File: config.mk
export PLATFORM = sky130hd
export DESIGN_NAME = load_store_unit
export DESIGN_NICKNAME = d
export VERILOG_FILES = /design/src/rtl/load_store_unit.sv
export SDC_FILE = /design/constraint.sdc
export NUM_CORES = 1
export LEC_CHECK = 0
export BUFFER_PORTS_ARGS = -buffer_cell sky130_fd_sc_hd__buf_2
export CAP_MARGIN = 20
export CORE_MARGIN = 3
export CORE_UTILIZATION = 45
export DETAILED_ROUTE_END_ITERATION = 6
export PLACE_DENSITY = 0.78
export SLEW_MARGIN = 20
export SYNTH_ARGS = -nofsm -noshare
export SYNTH_HDL_FRONTEND = slang
export SYNTH_SLANG_ARGS = --single-unit
File: constraint.sdc
create_clock -name clk_i -period 5.9 [get_ports clk_i]
set_input_delay 0.59 -clock clk_i [delete_from_list [all_inputs] [get_ports clk_i]]
set_output_delay 0.59 -clock clk_i [all_outputs]
set_load 0.005 [all_outputs]
File: src/rtl/load_store_unit.sv
// load_store_unit: one-outstanding load/store bridge onto a req/gnt/rvalid bus.
// Define LSU_MISALIGN_TRAP_EN to fault misaligned H/W accesses without a bus cycle.
module load_store_unit #(
  parameter int unsigned TIMEOUT_CYC = 16
) (
  input  logic        clk_i,
  input  logic        rst_ni,
  input  logic        memrd_i,
  input  logic        memw_i,
  input  logic [2:0]  funct3_i,
  input  logic [31:0] addr_i,
  input  logic [31:0] wdata_i,
  output logic [31:0] rdata_o,
  output logic        stall_o,
  output logic        err_o,
  output logic        bus_req_o,
  output logic        bus_we_o,
  output logic [31:0] bus_addr_o,
  output logic [3:0]  bus_be_o,
  output logic [31:0] bus_wdata_o,
  input  logic        bus_gnt_i,
  input  logic        bus_rvalid_i,
  input  logic [31:0] bus_rdata_i,
  input  logic        bus_err_i
);

  typedef enum logic [1:0] {
    IDLE,
    REQ,
    WAIT,
    DONE
  } state_t;

  typedef struct packed {
    logic        we;
    logic [2:0]  funct3;
    logic [31:0] addr;
    logic [31:0] wdata;
  } acc_t;

  state_t      state_q, state_d;
  acc_t        acc_q;
  logic [7:0]  cnt_q;
  logic        start;
  logic        timeout;
  logic        misalign;
  logic        is_b, is_h, is_w, is_u;
  logic [3:0]  be;
  logic [31:0] wdata_rep;
  logic [7:0]  lane_b;
  logic [15:0] lane_h;
  logic [31:0] load_ext;
  logic        err_d;
  logic        load_en;
  logic [31:0] load_val;

  assign start   = memrd_i | memw_i;
  assign timeout = cnt_q >= 8'(TIMEOUT_CYC - 1);

  // Undefined funct3 codes (011, 110, 111) fall into the word class.
  assign is_b = acc_q.funct3[1:0] == 2'b00;
  assign is_h = acc_q.funct3[1:0] == 2'b01;
  assign is_w = acc_q.funct3[1];
  assign is_u = acc_q.funct3[2];

`ifdef LSU_MISALIGN_TRAP_EN
  assign misalign = (is_h & acc_q.addr[0]) |
                    (is_w & (|acc_q.addr[1:0]));
`else
  assign misalign = 1'b0;
`endif

  always_comb begin
    be        = 4'b1111;
    wdata_rep = acc_q.wdata;
    unique case (1'b1)
      is_b: begin
        be        = 4'b0001 << acc_q.addr[1:0];
        wdata_rep = {4{acc_q.wdata[7:0]}};
      end
      is_h: begin
        be        = acc_q.addr[1] ? 4'b1100 : 4'b0011;
        wdata_rep = {2{acc_q.wdata[15:0]}};
      end
      default: ;
    endcase
  end

  assign lane_b = bus_rdata_i[{acc_q.addr[1:0], 3'b000} +: 8];
  assign lane_h = acc_q.addr[1] ? bus_rdata_i[31:16]
                                : bus_rdata_i[15:0];

  always_comb begin
    load_ext = bus_rdata_i;
    unique case (1'b1)
      is_b:    load_ext = {{24{~is_u & lane_b[7]}}, lane_b};
      is_h:    load_ext = {{16{~is_u & lane_h[15]}}, lane_h};
      default: ;
    endcase
  end

  always_comb begin
    state_d  = state_q;
    err_d    = 1'b0;
    load_en  = 1'b0;
    load_val = '0;
    unique case (state_q)
      IDLE: if (start) state_d = REQ;
      REQ: begin
        if (misalign || (!bus_gnt_i && timeout)) begin
          state_d = DONE;
          err_d   = 1'b1;
          load_en = 1'b1;
        end else if (bus_gnt_i) begin
          state_d = WAIT;
        end
      end
      WAIT: begin
        if (bus_rvalid_i) begin
          state_d  = DONE;
          err_d    = bus_err_i;
          load_en  = ~acc_q.we | bus_err_i;
          load_val = bus_err_i ? 32'h0 : load_ext;
        end else if (timeout) begin
          state_d = DONE;
          err_d   = 1'b1;
          load_en = 1'b1;
        end
      end
      DONE:    state_d = IDLE;
      default: state_d = IDLE;
    endcase
  end

  always_ff @(posedge clk_i or negedge rst_ni) begin
    if (!rst_ni) begin
      state_q <= IDLE;
      acc_q   <= '0;
      cnt_q   <= '0;
      rdata_o <= '0;
      err_o   <= 1'b0;
    end else begin
      state_q <= state_d;
      err_o   <= err_d;
      if (state_q == IDLE && start)
        acc_q <= {memw_i, funct3_i, addr_i, wdata_i};
      if (state_q == IDLE)
        cnt_q <= '0;
      else if (state_q == REQ || state_q == WAIT)
        cnt_q <= cnt_q + 8'd1;
      if (load_en)
        rdata_o <= load_val;
    end
  end

  // Bus fields are only meaningful while the request is presented.
  assign bus_req_o   = (state_q == REQ) & ~misalign;
  assign bus_we_o    = bus_req_o & acc_q.we;
  assign bus_addr_o  = bus_req_o ? {acc_q.addr[31:2], 2'b00} : 32'h0;
  assign bus_be_o    = bus_req_o ? be : 4'b0000;
  assign bus_wdata_o = bus_req_o ? wdata_rep : 32'h0;

  assign stall_o = (state_q == IDLE & start) |
                   (state_q == REQ) |
                   (state_q == WAIT);

endmodule

==> results of run 1 <==
==> report_power, final <==
part | internal (mW) | switching, mW
logic | 0.911 | 0.885
clock network | 0.378 | 0.293
registers | 1.08 | 0.225
==> stage by stage <==
stage / utilization / instance area, um^2
4_1_cts: 0.569 / 7590
6_report: 0.569 / 7590
5_1_grt: 0.569 / 7590
3_3_place_gp: 0.544 / 7260
2_1_floorplan: - / 6170
3_5_place_dp: 0.544 / 7260
==> path summary, 6_finish.rpt <==
check / end / cells after the start
worst max register to register: rdata_o[13]$_DFFE_PN0P_ / 7
min in group clk_i: acc_q[45]$_DFFE_PN0P_ / 2
worst min register to register: cnt_q[7]$_DFFE_PN0P_ / 1
max in group asynchronous: acc_q[10]$_DFFE_PN0P_ / 2
worst min-delay path: rdata_o[2]$_DFFE_PN0P_ / 1
worst max-delay path: rdata_o[13]$_DFFE_PN0P_ / 7
==> synthesized netlist by cell type (9+ instances only) <==
master    number  area [um^2]
mux2_4        30          450
a221oi_1       9         78.8
nor2_1        15         56.3
a21boi_0      10         75.1
nand2_1       43          161
buf_2          9         45.0
a22o_1        13          114
and2_1        41          257
nor2b_1       10         62.6
o21ai_0       23          115
mux2i_1       25          250
dfrtp_1      111         2780
mux2_2        71          800
clkbuf_1      21         78.8
==> layout make-up <==
class / instances / area [um^2] / area share
Sequential cell: 111 / 2780 / 0.366
Inverter: 7 / 26.3 / 0.00346
Timing Repair Buffer: 213 / 1080 / 0.143
Multi-Input combinational cell: 375 / 3160 / 0.415
Tap cell: 176 / 220 / 0.0290
Antenna cell: 1 / 2.50 / 0.000329
Clock inverter: 7 / 104 / 0.0137
Clock buffer: 9 / 225 / 0.0297
==> registers in the layout, summed over array words and instances, names as in the netlist <==
signal   count
acc_q       68
rdata_o     32
cnt_q        8
state_q      2
err_o        1
==> cells by family (layout without fill, tap and decap cells) <==
group / Yosys count / after routing
AOI/OAI and AO/OA: 101 / 101
adders and majority gates: 5 / 5
buffers and inverters: 50 / 236
DFF: 111 / 111
muxes: 126 / 126
other: 1 / 3
and+or+nand+nor: 141 / 141
==> placed cells by master, fill, tap and decap left out, drive strengths merged, types with 2 or more instances in the layout <==
cell type,synthesis,routed
a21boi,10,10
a21oi,2,2
a221oi,9,9
a22o,17,17
a41oi,8,8
and2,41,41
and3,2,2
buf,22,213
bufinv,0,2
clkbuf,21,9
clkinv,0,3
conb,1,2
dfrtp,111,111
ha,5,5
inv,7,9
mux2,101,101
mux2i,25,25
nand2,43,43
nand2b,4,4
nand3,7,7
nand3b,9,9
nor2,16,16
nor2b,10,10
o211a,8,8
o21a,2,2
o21ai,24,24
o22a,3,3
o22ai,8,8
o31ai,2,2
or2,3,3
or2b,2,2
==> layer usage <==
layer,GRT usage,share of wire
met5,0,0
met1,0.271,0.42
met4,0.0886,0.027
met2,0.339,0.47
met3,0.0581,0.075
==> results.toml, run 1 <==
[layout]
area.growth.synth_to_final_pct = 23.1
fin_nets = 828
layout.cells.non_filler = 899
fill_cells = 1144
drive_gt1_frac = 0.482

[logic_synthesis]
synth-seq-cells = 111
synthMuxAreaShare = 0.243
syn_avg_cell_area_um2 = 11.5
synth-main-ff-cell = "dfrtp_1"
yosys.area_share.adder = 0.0101
synthSimpleGateAreaFrac = 0.123
ys_warn_count = 0
synth_top_family_by_area = "multiplexers"
synth_compound_area_frac = 0.131
async_flop_share = 1.00
synthCells = 535
yosysSeqAreaShare = 0.450
syn_area_mm2 = 0.00617
synth_cell_types = 53
synth_xor_area_frac = 0
synth_edf_count = 0

[grt]
overflow = 0
antenna_found_initial = 1
grt.total_usage = 0.211
grt_max_degree = 73
first_global_vias = 5011
grt_pass1_wl_mm = 25.2

[setup_path]
cp_cell_sequence = "inv_1 -> ha_2 -> or2b_2 -> o21bai_4 -> a21oi_4 -> buf_4 -> mux2_4"
worstPathMaxFanout = 69
critPathKind = "register to register"
startpoint = "state_q[1]$_DFFE_PN0P_"
r2r_slack_ps = 2510
endpoint_kind = "register"
reg2reg_from = "state_q[1]$_DFFE_PN0P_"
cp-start-kind = "register"
crit_slowest_cell = "ha_2"
cp.required_ps = 6140
arrival_ps = 3630
cpPeakStageDelay_ps = 860
path_buf_inv = 2
critical_path.top_delay_family = "adder cells"

[detailed_routing]
vias = 4876
drt_iter0_drc = 312
wirelength_mm = 16.0
drt_first_pass_iters = 5
ant_nets = 0
wl_per_cell_um = 17.8
drc = 0
via_per_inst = 5.42

[job]
cap_violations = 0

[clock_tree]
cts_hold_buf = 0
cts_tree = "built"
clkTransAtPathRegs_ps = 80
cts_max_level = 3
cts_setup_buffers = 0
cts-root-buf = "clkbuf_16"
numClockSinks = 111
clk_path_buf_depth = 2
cts_made_buffers = 9
cts_resized = 0
clk_latency_ps = 360

[floorplan]
io_pins = 210
die_y_um = 123
core_area_mm2 = 0.0133
num_rows = 42
dieArea_mm2 = 0.0151
start_util = 0.462
die_width_um = 123

[sta]
worst_slew_pin_slew_ps = 1060
fin_crit_ps = 3390
slew_headroom = 0.294
holdWs_ps = 205
hold_viol = 0
rsz0062_at_grt = "false"
setup_viol = 0
fin_tns_setup_ps = 0
fin_skew_ps = 9.59
post-route-period-util = 0.574
drv_slew = 0
fmax_mhz = 295
finalWorstSetupSlack_ps = 2510

[placement]
place_ws_ps = 2500
dp_cells = 882
gp_congestion = 0.865
portBuffers = 207
hpwlAfterDp_mm = 11.8

[power]
p_total_mw = 3.78
peakVddDrop_uv = 265
powerDensity_mw_per_mm2 = 497
p_leak_nw = 3.81

[outcome]
status = "completed"

[hold_path]
hp-class = "input pin to asynchronous set/reset pin"
Note: power is estimated with default switching activity, not from simulation.
==> inputs of run 2 (changes only) <==
Settings changed: PLACE_DENSITY 0.78 to 0.81.
Clock period 5.9 ns to 2.8 ns, I/O delays scaled along.
==> results.toml, run 2 (same netlist as run 1, synthesis figures left out) <==
[grt]
grt.total_usage = 0.212
grt_pass1_wl_mm = 25.3
overflow = 0
grt_max_degree = 69
first_global_vias = 4846
antenna_found_initial = 2

[floorplan]
core_area_mm2 = 0.0133
die_y_um = 123
start_util = 0.462
die_width_um = 123
num_rows = 42
io_pins = 210
dieArea_mm2 = 0.0151

[clock_tree]
clk_path_buf_depth = 2
cts_max_level = 3
clk_latency_ps = 360
clkTransAtPathRegs_ps = 70
cts_made_buffers = 9
cts_tree = "built"
cts-root-buf = "clkbuf_16"
cts_setup_buffers = 0
cts_hold_buf = 0
numClockSinks = 111
cts_resized = 0

[sta]
fin_tns_setup_ps = 0
slew_headroom = 0.466
hold_viol = 0
rsz0062_at_grt = "false"
worst_slew_pin_slew_ps = 800
post-route-period-util = 0.830
drv_slew = 0
fin_crit_ps = 2320
fmax_mhz = 430
fin_skew_ps = 9.41
setup_viol = 0

[layout]
fill_cells = 1150
drive_gt1_frac = 0.490
postLayoutCellArea_mm2 = 0.00769
final_cell_mix = "buf_2, dfrtp_1, mux2_2"
top_regs = "acc_q x68, rdata_o x32, cnt_q x8"
fin_nets = 837
top_register = "acc_q"
area.growth.synth_to_final_pct = 24.6
fin_util = 0.576
largest_register_ffs = 68
final_common_cell = "buf_2"

[detailed_routing]
drt_iter0_drc = 307
wirelength_mm = 16.0
vias = 4936
ant_nets = 0
drc = 0
drt_first_pass_iters = 5
via_per_inst = 5.44
wl_per_cell_um = 17.6

[placement]
gp_congestion = 0.824
hpwlAfterDp_mm = 11.4
portBuffers = 207
post_dp_cell_area_mm2 = 0.00736

[setup_path]
cp-start-kind = "register"
endpoint_kind = "primary output"
timing.rr.end = "rdata_o[11]$_DFFE_PN0P_"
arrival_ps = 2040
startpoint = "state_q[1]$_DFFE_PN0P_"
cp.required_ps = 2520
reg2reg_from = "acc_q[32]$_DFFE_PN0P_"
worst_r2r_path_depth = 4
critPathKind = "register to primary output"
worstPathMaxFanout = 68
endpoint = "bus_be_o[3]"
r2r_slack_ps = 650

[power]
p_total_mw = 7.95
peakVddDrop_uv = 521
p_leak_nw = 3.85
powerDensity_mw_per_mm2 = 1030

[job]
cap_violations = 0

[outcome]
status = "completed"

[hold_path]
hp-class = "input pin to asynchronous set/reset pin"
==> run 2: report_power, final <==
part           switching (mW)  leakage [nW]  internal [mW]
clock                   0.616         0.135          0.660
sequential              0.506          1.39           2.29
combinational            1.87          2.33           2.01
total                    2.99          3.85           4.96
==> run 2: routing by layer <==
metal | track usage | share of wire
met5 | 0 | 0.00081
met4 | 0.0498 | 0.0099
met3 | 0.0659 | 0.089
met2 | 0.340 | 0.48
met1 | 0.282 | 0.42
==> run 2: worst max-delay path: stages, from the launching register on <==
cell      delay [ps]
dfrtp_1          420
inv_1            100
ha_2             170
buf_4            460
a21boi_0         320
buf_2            170
==> run 2: cell type report <==
cell class | instances | area, um^2 | share of cell area
Clock inverter | 5 | 40.0 | 0.00521
Tap cell | 176 | 220 | 0.0287
Inverter | 7 | 26.3 | 0.00342
Antenna cell | 1 | 2.50 | 0.000326
Multi-Input combinational cell | 375 | 3160 | 0.411
Timing Repair Buffer | 222 | 1210 | 0.157
Sequential cell | 111 | 2780 | 0.361
Clock buffer | 11 | 253 | 0.0329
==> run 2: how the worst min path moves through the flow <==
stage | to | slack [ps] | depth (start not counted)
global route | rdata_o[22]$_DFFE_PN0P_ | 60 | 1
global placement | rdata_o[5]$_DFFE_PN0P_ | 410 | 1
finish | rdata_o[22]$_DFFE_PN0P_ | 2 | 1
CTS | acc_q[52]$_DFFE_PN0P_ | 30 | 1
floorplan | acc_q[0]$_DFFE_PN0P_ | -20 | 0
detailed placement | rdata_o[22]$_DFFE_PN0P_ | 420 | 1
==> run 2: per-stage QoR <==
stage,hold WS [ps],instances,worst slack [ps]
2_1_floorplan,-15.6,536,722
3_3_place_gp,414,890,480
3_5_place_dp,418,890,398
4_1_cts,34.8,906,383
5_1_grt,64.0,908,269
6_report,2.19,908,475
==> inputs of run 3 (changes only) <==
Settings changed: ABC_AREA set to 1.
Clock period 2.8 ns to 1.9 ns, I/O delays scaled along.
==> results.toml, run 3 <==
[hold_path]
whs_endpoint = "acc_q[22]$_DFFE_PN0P_"
holdPathStages = 3
hp-class = "input pin to register"
worstHoldStart = "wdata_i[22]"

[sta]
fin_crit_ps = 1810
holdWs_ps = 20.1
setup_viol = 0
fin_skew_ps = 10.8
post-route-period-util = 0.954
hold_viol = 0
slew_headroom = 0.576
fin_tns_setup_ps = 0
fmax_mhz = 552
finalWorstSetupSlack_ps = 87.2
drv_slew = 0
worst_slew_pin_slew_ps = 636

[logic_synthesis]
yosys-top-cells-count = "nand2_1, dfrtp_1, inv_1"
synth-seq-cells = 111
ys_warn_count = 0
async_flop_share = 1.00
synthCells = 811
synth_cell_types = 30
synth_top_area_share = 0.476
synth-main-ff-cell = "dfrtp_1"
yosysSeqAreaShare = 0.476
synth_edf_count = 0
synth_most_common_cell = "nand2_1"
synth_area_leader_cell = "dfrtp_1"
syn_area_mm2 = 0.00583
synthTopCellsByArea = "dfrtp_1, nand2_1, inv_1"
syn_avg_cell_area_um2 = 7.19

[detailed_routing]
drt_first_pass_iters = 5
ant_nets = 0
drc = 0
wirelength_mm = 17.9
wl_per_cell_um = 15.1
via_per_inst = 4.98
vias = 5917
drt_iter0_drc = 482

[placement]
hpwlAfterDp_mm = 12.5
place_ws_ps = -10.8
portBuffers = 207
gp_congestion = 0.938

[setup_path]
worst_r2r_path_depth = 10
cp_cell_sequence = "inv_2 -> ha_4 -> bufbuf_16 -> o21ai_0 -> nor2_1 -> buf_2"
cp-start-kind = "register"
cp.required_ps = 1710
timing.rr.end = "rdata_o[12]$_DFFE_PN0P_"
crit_slowest_cell = "dfrtp_1"
worstPathMaxFanout = 14
r2r_slack_ps = 120
reg2reg_from = "state_q[1]$_DFFE_PN0P_"
endpoint_kind = "primary output"
arrival_ps = 1620
cpPeakStageDelay_ps = 400
critPathKind = "register to primary output"

[floorplan]
io_pins = 210
core_area_mm2 = 0.0124
dieArea_mm2 = 0.0144
start_util = 0.472
num_rows = 40
die_width_um = 120
die_y_um = 120

[clock_tree]
numClockSinks = 111
clkTransAtPathRegs_ps = 80
clk_path_buf_depth = 2
cts_made_buffers = 9
clk_latency_ps = 360
cts-root-buf = "clkbuf_16"
cts_tree = "built"
cts_max_level = 3

[layout]
top_register = "acc_q"
area.growth.synth_to_final_pct = 29.7
fin_nets = 1124
seq_area_mm2 = 0.00278
final_common_cell = "nand2_1"
fin_util = 0.612
drive_gt1_frac = 0.285
largest_register_ffs = 68
multi_input_area_mm2 = 0.00266
fill_cells = 1103
top_regs = "acc_q x68, rdata_o x32, cnt_q x8"
final_cell_mix = "nand2_1, buf_2, dfrtp_1"

[job]
cap_violations = 0

[grt]
grt_max_degree = 73
grt_util_met3 = 0.0886
first_global_vias = 5655
grt_pass1_wl_mm = 28.0
antenna_found_initial = 3
met2_usage = 0.394
gr-max-usage-layer = "met2"
gr-usage-met1 = 0.311
grt.total_usage = 0.243
overflow = 0

[outcome]
status = "completed"

[power]
peakVddDrop_uv = 1020
powerDensity_mw_per_mm2 = 1540
p_leak_nw = 4.64
p_total_mw = 11.7
==> run 3: cell types whose count changed after synthesis, moves of 12 or more <==
cell,previous run,this run
nor2_1,15,63
mux2i_1,25,0
and2_1,41,0
mux2_4,30,0
o21ai_0,23,35
mux2_2,71,0
a22o_1,13,0
nand3_1,7,33
inv_1,7,67
nand2_1,43,377
==> run 3: worst max path at each step <==
stage	slack [ps]	from	cells after the start	to
2_1_floorplan	290	state_q[1]$_DFFE_PN0P_	6	bus_wdata_o[23]
3_3_place_gp	80	state_q[1]$_DFFE_PN0P_	10	rdata_o[23]$_DFFE_PN0P_
3_5_place_dp	-10	state_q[1]$_DFFE_PN0P_	10	rdata_o[31]$_DFFE_PN0P_
4_1_cts	-6	state_q[1]$_DFFE_PN0P_	5	bus_be_o[1]
5_1_grt	-6	acc_q[32]$_DFFE_PN0P_	6	bus_be_o[0]
6_report	90	state_q[1]$_DFFE_PN0P_	6	bus_wdata_o[17]
==> run 3: metal layers <==
metal / vias to the layer above / routed length (um)
li1: 2898 / -
met1: 2742 / 7340
met2: 251 / 8560
met3: 22 / 1760
met4: 4 / 201
met5: - / 32
==> run 3: critical path: cells and delay by family, from the launching register on <==
kind	cells	cell delay, ps
AO/OA/AOI/OAI	1	80
adder cells (fa/ha/maj)	1	180
buffers and inverters	3	500
flip-flops	1	400
AND/OR/NAND/NOR	1	90
==> run 3: report_power, final <==
| part | leakage [nW] | switching (mW) | internal, mW | total [mW] |
|---|---|---|---|---|
| Combinational | 3.06 | 3.47 | 2.20 | 5.67 |
| Sequential | 1.43 | 0.658 | 3.31 | 3.97 |
| Clock | 0.148 | 0.888 | 1.15 | 2.04 |
==> run 3: cell families (layout without fill, tap and decap cells) <==
logic type / Yosys count / after routing / share of synthesized area
adder cells (fa/ha/maj): 5 / 5 / 0.0107
buffers and inverters: 113 / 317 / 0.0817
AO/OA/AOI/OAI: 66 / 66 / 0.0613
flip-flops: 111 / 111 / 0.476
other: 1 / 4 / 0.000643
AND/OR/NAND/NOR: 515 / 517 / 0.370
==> run 3: what timing repair did <==
item                       4_1_cts  5_1_grt
resized for setup                6       18
setup endpoints to repair       30       72
hold buffers                     1        0
buffers inserted                 1        3
gates cloned                     2        2
hold endpoints to repair        30        0
pin swaps                        2        5
==> run 3: cell type report <==
| type | count | share of cell area |
|---|---|---|
| Sequential cell | 111 | 0.367 |
| Multi-Input combinational cell | 590 | 0.351 |
| Timing Repair Buffer | 228 | 0.175 |
| Inverter | 73 | 0.0372 |
| Clock buffer | 10 | 0.0303 |
| Tap cell | 168 | 0.0278 |
| Clock inverter | 6 | 0.0112 |
| Antenna cell | 2 | 0.000661 |
==> run 3: through the flow <==
stage / cell area, um^2 / instances
2_1_floorplan: 5840 / 812
4_1_cts: 7460 / 1181
3_5_place_dp: 7040 / 1161
5_1_grt: 7560 / 1187
6_report: 7570 / 1188
3_3_place_gp: 7040 / 1161
